File: src/rtl/iob_nco_ctrl.sv
// IOb-native manager that brings up an NCO (soft reset, period, enable)
// and rewrites its period or disables it on command.
module iob_nco_ctrl #(
  parameter int unsigned ADDR_W         = 3,
  parameter int unsigned DATA_W         = 32,
  parameter int unsigned PERIOD_W       = 16,
  parameter int unsigned SOFTRESET_ADDR = 0,
  parameter int unsigned ENABLE_ADDR    = 1,
  parameter int unsigned PERIOD_ADDR    = 2
) (
  input  logic                  clk_i,
  input  logic                  rst_i,
  input  logic                  start_i,
  input  logic                  update_i,
  input  logic                  stop_i,
  input  logic [PERIOD_W-1:0]   period_i,
  output logic                  busy_o,
  output logic                  running_o,
  output logic                  done_o,
  output logic                  iob_valid_o,
  output logic [ADDR_W-1:0]     iob_addr_o,
  output logic [DATA_W-1:0]     iob_wdata_o,
  output logic [DATA_W/8-1:0]   iob_wstrb_o,
  input  logic [DATA_W-1:0]     iob_rdata_i,
  input  logic                  iob_rvalid_i,
  input  logic                  iob_ready_i
);

  localparam int unsigned StrbW    = DATA_W / 8;
  localparam int unsigned PerBytes = (PERIOD_W + 7) / 8;
  localparam int unsigned SrstOff  = SOFTRESET_ADDR % 4;
  localparam int unsigned EnOff    = ENABLE_ADDR % 4;
  localparam int unsigned PerOff   = PERIOD_ADDR % 4;

  if (DATA_W != 32) begin : g_bad_data_w
    $error("iob_nco_ctrl: DATA_W must be 32");
  end
  if (PerOff + PerBytes > 4) begin : g_bad_period_lane
    $error("iob_nco_ctrl: PERIOD register crosses a 32-bit word boundary");
  end

  typedef enum logic [2:0] {
    StIdle,
    StSrstHi,
    StSrstLo,
    StWrPer,
    StWrEn,
    StRun,
    StUpd,
    StDis
  } state_e;

  state_e              state_q, state_d;
  logic [PERIOD_W-1:0] period_q, period_d;
  logic                valid_q, valid_d;
  logic [ADDR_W-1:0]   addr_q, addr_d;
  logic [DATA_W-1:0]   wdata_q, wdata_d;
  logic [StrbW-1:0]    wstrb_q, wstrb_d;
  logic                busy_q, busy_d;
  logic                running_q, running_d;
  logic                done_q, done_d;
  logic                hs;
  logic                unused_in;

  assign unused_in = ^{iob_rdata_i, iob_rvalid_i};
  assign hs        = valid_q & iob_ready_i;

  always_comb begin
    state_d  = state_q;
    period_d = period_q;
    done_d   = 1'b0;
    unique case (state_q)
      StIdle: begin
        if (start_i) begin
          period_d = period_i;
          state_d  = StSrstHi;
        end
      end
      StSrstHi: if (hs) state_d = StSrstLo;
      StSrstLo: if (hs) state_d = StWrPer;
      StWrPer:  if (hs) state_d = StWrEn;
      StWrEn: begin
        if (hs) begin
          state_d = StRun;
          done_d  = 1'b1;
        end
      end
      StRun: begin
        if (stop_i) begin
          state_d = StDis;
        end else if (update_i) begin
          period_d = period_i;
          state_d  = StUpd;
        end
      end
      StUpd: begin
        if (hs) begin
          state_d = StRun;
          done_d  = 1'b1;
        end
      end
      StDis: begin
        if (hs) begin
          state_d = StIdle;
          done_d  = 1'b1;
        end
      end
      default: state_d = StIdle;
    endcase
  end

  // Bus outputs are decoded from the next state so they come straight off flops.
  always_comb begin
    valid_d = 1'b0;
    addr_d  = '0;
    wdata_d = '0;
    wstrb_d = '0;
    unique case (state_d)
      StSrstHi: begin
        valid_d = 1'b1;
        addr_d  = ADDR_W'(SOFTRESET_ADDR);
        wdata_d = DATA_W'(1) << (8 * SrstOff);
        wstrb_d = StrbW'(1) << SrstOff;
      end
      StSrstLo: begin
        valid_d = 1'b1;
        addr_d  = ADDR_W'(SOFTRESET_ADDR);
        wstrb_d = StrbW'(1) << SrstOff;
      end
      StWrPer, StUpd: begin
        valid_d = 1'b1;
        addr_d  = ADDR_W'(PERIOD_ADDR);
        wdata_d = DATA_W'(period_d) << (8 * PerOff);
        wstrb_d = StrbW'((1 << PerBytes) - 1) << PerOff;
      end
      StWrEn: begin
        valid_d = 1'b1;
        addr_d  = ADDR_W'(ENABLE_ADDR);
        wdata_d = DATA_W'(1) << (8 * EnOff);
        wstrb_d = StrbW'(1) << EnOff;
      end
      StDis: begin
        valid_d = 1'b1;
        addr_d  = ADDR_W'(ENABLE_ADDR);
        wstrb_d = StrbW'(1) << EnOff;
      end
      default: ;
    endcase
    busy_d    = valid_d;
    running_d = (state_d == StRun);
  end

  always_ff @(posedge clk_i) begin
    if (rst_i) begin
      state_q   <= StIdle;
      period_q  <= '0;
      valid_q   <= 1'b0;
      addr_q    <= '0;
      wdata_q   <= '0;
      wstrb_q   <= '0;
      busy_q    <= 1'b0;
      running_q <= 1'b0;
      done_q    <= 1'b0;
    end else begin
      state_q   <= state_d;
      period_q  <= period_d;
      valid_q   <= valid_d;
      addr_q    <= addr_d;
      wdata_q   <= wdata_d;
      wstrb_q   <= wstrb_d;
      busy_q    <= busy_d;
      running_q <= running_d;
      done_q    <= done_d;
    end
  end

  assign iob_valid_o = valid_q;
  assign iob_addr_o  = addr_q;
  assign iob_wdata_o = wdata_q;
  assign iob_wstrb_o = wstrb_q;
  assign busy_o      = busy_q;
  assign running_o   = running_q;
  assign done_o      = done_q;

endmodule
File: config.mk
export PLATFORM = sky130hd
export DESIGN_NAME = iob_nco_ctrl
export DESIGN_NICKNAME = d
export VERILOG_FILES = /design/src/rtl/iob_nco_ctrl.sv
export SDC_FILE = /design/constraint.sdc
export NUM_CORES = 1
export LEC_CHECK = 0
export CAP_MARGIN = 20
export CORE_MARGIN = 8
export CORE_UTILIZATION = 40
export CTS_CLUSTER_SIZE = 12
export DETAILED_ROUTE_END_ITERATION = 8
export GPL_TIMING_DRIVEN = 0
export PLACE_DENSITY = 0.8
export SLEW_MARGIN = 40
export SYNTH_ARGS = -nofsm -noshare
export SYNTH_HDL_FRONTEND = slang
export SYNTH_SLANG_ARGS = --single-unit
File: constraint.sdc
create_clock -name clk_i -period 2.1 [get_ports clk_i]
set_input_delay 0.525 -clock clk_i [delete_from_list [all_inputs] [get_ports clk_i]]
set_output_delay 0.525 -clock clk_i [all_outputs]
set_load 0.02 [all_outputs]
==> results of run 1 <==
## layer usage
layer  GRT usage (%)  part of all wire (%)  wire, µm
met1            12.6                    43      1800
met2            19.3                    48      1990
met3            4.97                   6.9       287
met4            5.73                   1.8        75
met5               0                     0         0
## placed cells by master, fill, tap and decap left out, drive strengths merged, types with 2 or more instances in the layout
cell           Yosys  final
a21o               2      2
buf               25     29
inv                2      2
a21boi             3      3
nand4b             2      2
o211ai             3      3
clkdlybuf4s50      0     49
mux2i             16     16
nor3b             18     18
clkbuf             3     10
or2                2      2
a221oi             2      2
conb               1     15
nor3              17     17
or3b               2      2
and2               2      2
dfxtp             45     45
nor2              23     23
xor2               2      2
and3               2      2
a21oi              4      4
## cell families after synthesis
family	count (synthesis)	share of synthesized area [%]
other	1	0.193
buffers and inverters	30	11.5
AO/OA/AOI/OAI	16	7.34
flip-flops	45	46.3
XOR/XNOR	2	1.29
AND/OR/NAND/NOR	74	25.1
multiplexers	16	8.24
## flip-flops by register name (all words and copies together) (netlist names)
name         count
iob_wdata_o     18
period_q        16
iob_addr_o       2
done_o           1
busy_o           1
iob_wstrb_o      3
state_q          3
running_o        1
## Yosys cell counts
library cell   n  area [µm²]
o21bai_1       1        7.51
and2_1         1        6.26
xor2_2         1        16.3
xor2_1         1        8.76
nor3_2        10         100
and3b_1        1        8.76
buf_12         1        20.0
or3b_4         1        11.3
a21o_1         2        15.0
or2_1          1        6.26
and3_1         2        12.5
a21boi_0       3        22.5
nand3_1        1        5.00
and2_2         1        7.51
nor2b_1        1        6.26
dfxtp_1       45         901
buf_2          1        5.00
nor3b_1       18         135
nor3_1         7        35.0
or2_2          1        6.26
o211ai_1       3        22.5
nor2_1        23        86.3
a221oi_1       1        8.76
mux2i_1       16         160
nand2_1        1        3.75
conb_1         1        3.75
a21oi_1        2        10.0
buf_6          2        22.5
a221oi_2       1        15.0
clkbuf_1       3        11.3
nand4b_4       1        23.8
and4b_1        1        10.0
inv_1          2        7.51
or3b_1         1        8.76
buf_4         21         158
a21oi_4        1        16.3
nand4_1        1        6.26
nand4b_1       1        8.76
a21oi_2        1        8.76
a32oi_2        1        16.3
## power groups by stage
stage / sequential (mW) / clock, mW / combinational [mW]
2_1_floorplan: 0.928 / 0 / 0.229
3_3_place_gp: 0.922 / 0 / 0.327
3_5_place_dp: 0.922 / 0 / 0.331
4_1_cts: 0.903 / 0.676 / 0.333
5_1_grt: 0.907 / 0.716 / 0.381
6_report: 0.904 / 0.669 / 0.350
## timing repair
item / in CTS / in global routing
endpoints found under the setup margin: 0 / 25
gates resized for setup: 0 / 3
buffers inserted: 0 / 4
## tightest hold or removal path: cells and delay by family, from the launching register on
kind / cells / cell delay, ps
DFF: 1 / 310
and+or+nand+nor: 1 / 80
muxes: 1 / 70
## metrics by stage
stage | hold slack [ps] | utilization [%] | TNS, ps
detailed placement | 476 | 54.5 | -8750
global placement | 468 | 54.5 | -8540
floorplan | 455 | - | 0
CTS | 495 | 56.9 | 0
finish | 491 | 58.0 | 0
global route | 511 | 58.0 | 0
## worst min path at each step
| stage | startpoint | to | slack (ps) | cells past startpoint |
|---|---|---|---|---|
| detailed placement | period_q[3] | period_q[3] | 480 | 2 |
| global route | period_q[4] | period_q[4] | 510 | 2 |
| CTS | period_q[3] | period_q[3] | 490 | 2 |
| global placement | period_q[2] | period_q[2] | 470 | 2 |
| floorplan | period_q[0] | period_q[0] | 460 | 2 |
| finish | period_q[2] | period_q[2] | 490 | 2 |
## final cells by class
class / count / area (µm²) / area share, %
Buffer: 28 / 216 / 7.95
Clock buffer: 7 / 86.3 / 3.17
Clock inverter: 1 / 30.0 / 1.10
Inverter: 2 / 7.51 / 0.276
Multi-Input combinational cell: 123 / 891 / 32.7
Sequential cell: 45 / 902 / 33.1
Tap cell: 54 / 67.6 / 2.48
Timing Repair Buffer: 53 / 520 / 19.1
==> run summary, run 1 <==
Status: complete, no violations
Inserted Clock Buffers: 5
Sw frac: 24.7%
Die area: 0.00735 mm²
Antenna Cells: 0
Final Hold Viols: 0
Endpoints failing setup: 0
# clock sinks: 45
Worst-Skew Late Latency: 290 ps
Post-synthesis sequential area ratio: 46.3%
Worst-path fanout max: 10
RSZ-0062 raised after global routing: false
Comb pwr share: 18.2%
Post-route worst setup slack: 87.5 ps
Final ANT Viol Nets: 0
Yosys warnings: 0
DR WL/cell: 13.3 µm
TritonCTS clock tree: built
GPL Wtd Cong: 0.719
Via density: 4.62
Filler instances: 405
Reg2Reg Depth: 5
Critical-path cell list: clkdlybuf4s50_1, or3b_1, a32oi_4, or2_1, buf_4, nor3_1
Row cnt: 25
Overall Global Routing Usage: 11.7%
Starting Density: 41.4%
Wirelength, routed: 4150 µm
Critical path buffers and inverters: 2
Pin count of the biggest net entering global routing: 14
Worst ir drop on vdd: 0.259 mV
Setup Skew: 3.15 ps
CP required: 2270 ps
First-pass detailed-route iteration total: 4
Sw Pwr: 0.475 mW
CP top delay family: simple AND/OR/NAND/NOR gates
Initial antenna violation count: 0
Critical Path End: iob_wdata_o[31]
Vias in the first global route: 1,407
Crit path DAT: 2190 ps
First-pass GRT wire length: 6730 µm
IO Count: 98
Yosys cell types: 40
Kind of critical path: primary input to flip-flop
FF-to-FF End: iob_wdata_o[31]
DP HPWL: 3020 µm
Clk slew on worst S/H paths: 70 ps
Vias: 1,447
Crit path capture type: flip-flop
Avg Inst Size Synth: 10.6 µm²
Maximum buffer depth of the clock tree: 2
CTS Hold Bufs: 0
Peak Freq: 497 MHz
DRT iter0 DRCs: 89
Die X: 85.7 µm
Reg-to-reg slack, setup: 380 ps
CP Launch Type: primary input
Core ar.: 0.00469 mm²
Internal cell power: 1.45 mW
CP startpoint: update_i
Cell Count Post-Placement: 301
Stages on worst setup path: 6
Non-filler cells, final: 313
Final min period: 2010 ps
Power, Total: 1.92 mW
Layout area overhead: 40.0%
#FFs+latches synth: 45
Placed Instance Area: 0.00255 mm²
Nets: 313
Crit path largest cell delay: 450 ps
DRC viols: 0
Pwr/cell area: 706 mW/mm²
Sequential share of power: 47.0%
CTS HTree Levels: 2
Fin crit share: 95.8%
Clk network pwr share: 34.8%
Post-synthesis cell count: 184
Worst flop-to-flop path startpoint: state_q[2]
Slew Limit Fails: 0
Critical-path top delay cell: clkdlybuf4s50_1
Hold WC Path Type: flip-flop to flip-flop
Max Cap Violations: 0
Grt ovf: 0
Root buf cell: clkbuf_8
Share of layout cells above drive strength 1: 21.6%
Post-Syn Area: 0.00194 mm²
Leakage Power: 1.10 nW
Finished layout cell area: 0.00272 mm²
Vert. Die Dim: 85.7 µm
Pre-CTS setup slack: -321 ps
I/O Buffers: 49
Note: power is estimated with default switching activity, not from simulation.
==> run 2, diff against run 1 <==
- ABC_AREA: not set -> 1
- CORE_UTILIZATION: 40 -> 39
==> run 2 against run 1 <==
Net effect: critical path depth is 4 lower; fmax is 5.2% higher; register-to-register slack better by 20 ps; critical endpoint is now iob_valid_o; sequential share of layout area is 2.3 points higher; core utilization is 3.1 points lower; clock-buffer cell count is 1 lower; synthesized cell count is 28% higher.
==> run summary, run 2 <==
Vias in the first global route: 1,491 (+6.0%)
Leakage Power: 1.20 nW (+9.2%)
Share of layout cells above drive strength 1: 14.4% (-7.2 points)
Synth top area share: 49.2% (+2.9 points)
Synth Area in Compound Gates: 6.50% (-0.84 points)
Reg-to-reg slack, setup: 400 ps (+20 ps)
Hold path cells: 4 (+2)
Yosys warnings: 0 (unchanged)
First-pass GRT wire length: 6710 µm (-0.42%)
Overall Global Routing Usage: 11.6% (-0.059 points)
Number of synthesized flops with an enable pin: 0 (unchanged)
CTS Hold Bufs: 0 (unchanged)
Async SR Flop Fraction: 0% (unchanged)
DP HPWL: 3100 µm (+2.7%)
Row cnt: 25 (unchanged)
Setup tns final: 0 ps (unchanged)
Crit path largest cell delay: 590 ps (+140 ps)
Antenna Cells: 0 (unchanged)
RSZ-0062 raised after global routing: false
Max Cap Violations: 0 (unchanged)
Endpoints failing setup: 0 (unchanged)
PostCTS Resize Cnt: 0 (unchanged)
Initial antenna violation count: 0 (unchanged)
Non-filler cells, final: 360 (+15%)
DR WL/cell: 11.2 µm (-16%)
Vias: 1,551 (+7.2%)
Inserted Clock Buffers: 5 (unchanged)
IO Count: 98 (unchanged)
CP required: 1570 ps (-700 ps)
Post-route worst setup slack: 188 ps (+100 ps)
Largest family of logic cells by synthesized area: simple AND/OR/NAND/NOR gates
Multi-input gate area: 639 µm² (-28%)
Layout area overhead: 38.9%
Worst-path fanout max: 4 (-6)
Vert. Die Dim: 84.5 µm (-1.4%)
Peak Freq: 523 MHz (+5.2%)
Pre-CTS setup slack: -106 ps (+215 ps)
Finished layout cell area: 0.00254 mm² (-6.6%)
Hold WC Path Type: flip-flop to flip-flop
Commonest non-fill, non-tap cell in the layout: clkdlybuf4s50_1
Starting Density: 39.5% (-1.9 points)
Synth area leaders: dfxtp_1 (49%), inv_1 (7.8%), buf_4 (7.4%), nand2_1 (7.4%), nand3_1 (6.8%)
# clock sinks: 45 (unchanged)
Slew Limit Fails: 0 (unchanged)
Hold_sp: period_q[5]
Pin count of the biggest net entering global routing: 15 (+1)
Post-Synth XOR/XNOR Area: 0.479% (-0.81 points)
Die area: 0.00714 mm² (-2.9%)
GPL Wtd Cong: 0.822 (+14%)
Cell Count Post-Placement: 352 (+17%)
Largest area contributor in the netlist: dfxtp_1
Post-synthesis mux area share: 0% (-8.2 points)
Core ar.: 0.00463 mm² (-1.3%)
Worst flop-to-flop path startpoint: state_q[0]
Worst-Skew Late Latency: 300 ps (about the same)
#FFs+latches synth: 45 (unchanged)
Pwr/cell area: 760 mW/mm² (+7.5%)
Reg2Reg Depth: 9 (+4)
Kind of critical path: flip-flop to output port
CP Launch Type: flip-flop
Root buf cell: clkbuf_8
Via density: 4.31 (-6.8%)
Critical-path top delay cell: clkdlybuf4s50_1
DRT iter0 DRCs: 89 (unchanged)
Final min period: 1910 ps (-100 ps)
Most frequent cells in the layout: clkdlybuf4s50_1 (48), dfxtp_1 (45), inv_1 (38), nand2_1 (36), nor2_1 (27)
Clk slew on worst S/H paths: 80 ps (about the same)
Final Hold Viols: 0 (unchanged)
Post-Syn Area: 0.00183 mm² (-5.9%)
Post-synthesis cell count: 236 (+28%)
Maximum buffer depth of the clock tree: 2 (unchanged)
Critical-path cell list: buf_4, clkdlybuf4s50_1
DRC viols: 0 (unchanged)
Crit path DAT: 1390 ps (-800 ps)
Yosys cell types: 26 (-35%)
Die X: 84.5 µm (-1.4%)
First-pass detailed-route iteration total: 4 (unchanged)
Layout Utilization: 54.9% (-3.1 points)
Avg Inst Size Synth: 7.75 µm² (-27%)
Synth cell count leaders: dfxtp_1 (45), inv_1 (38), nand2_1 (36)
Filler instances: 431 (+6.4%)
Status: complete, no violations
Post-synthesis simple-gate area fraction: 24.9% (-0.20 points)
Most common cell in the synthesized netlist: dfxtp_1
TritonCTS clock tree: built
Crit path capture type: output port
FF-to-FF End: iob_wdata_o[25]
Power, Total: 1.93 mW (+0.41%)
Post-synthesis sequential area ratio: 49.2% (+2.9 points)
Setup Fix Bufs, Post-CTS: 0 (unchanged)
I/O Buffers: 48 (-2.0%)
Setup Skew: 12.1 ps (+8.94 ps)
Grt ovf: 0 (unchanged)
Hold Path End: period_q[5]
Max reg flops: 18 (unchanged)
Fin crit share: 91.1% (-4.8 points)
Wirelength, routed: 4030 µm (-2.9%)
Worst ir drop on vdd: 0.455 mV (+76%)
Hold WS: 547 ps (+56.3 ps)
Nets: 360 (+15%)
Final ANT Viol Nets: 0 (unchanged)
CTS HTree Levels: 2 (unchanged)
Placed Instance Area: 0.00243 mm² (-4.9%)
FF/Latch Area: 901 µm² (-0.14%)
Top_reg_cell synth: dfxtp_1
Post-Synth Adder-Cell Area: 0% (unchanged)
## run 2: changes by cell type after synthesis, moves of 5 or more
cell     delta
mux2i_1    -16
o21ai_0    +13
nand2_1    +35
inv_1      +36
nor3_2     -10
nor3b_1    -18
inv_2       +5
nand3_1    +24
## run 2: area by class of cell
cell class                 count  area share [%]
clock buffer                   6            2.86
tap                           54            2.66
multi-input combinational    135            25.2
sequential                    45            35.5
clock inverter                 2            1.53
inverter                      45            6.65
timing repair buffer          48            18.9
buffer                        25            6.79
## run 2: power breakdown
part | leakage [nW] | switching (mW) | total, mW | internal, mW
clock network | 0.0554 | 0.291 | 0.648 | 0.357
registers | 0.366 | 0.0179 | 0.915 | 0.897
logic | 0.781 | 0.213 | 0.367 | 0.154
total | 1.20 | 0.522 | 1.93 | 1.41
## run 2: how the worst max path moves through the flow
| stage | startpoint | to | slack, ps | depth (start not counted) |
|---|---|---|---|---|
| after global placement | iob_ready_i | iob_wdata_o[22] | -80 | 8 |
| after global routing | iob_ready_i | iob_wdata_o[24] | 30 | 9 |
| final | busy_o | iob_valid_o | 190 | 2 |
| after detailed placement | iob_ready_i | iob_wdata_o[24] | -110 | 8 |
| after CTS | busy_o | iob_valid_o | 180 | 2 |
| after floorplan | iob_ready_i | iob_wdata_o[24] | 560 | 12 |
## run 2: cells by family after synthesis
kind of cell	count (synthesis)
simple gates	99
buf+inv	70
flops	45
compound gates	20
xor+xnor	1
other cells	1
## run 2: worst max-delay path: cells and delay by family (launching register included)
| family | cells | cell delay (ps) |
|---|---|---|
| DFF | 1 | 380 |
| buffers and inverters | 2 | 720 |
## run 2: metal layers
layer  vias up  share of wire (%)  global-route usage, %
met5         -                  0                      0
met4         0                2.3                   5.18
met3         8                8.0                   4.88
met2        46                 47                   19.3
met1       678                 43                   12.7
li1        819                  -                      -
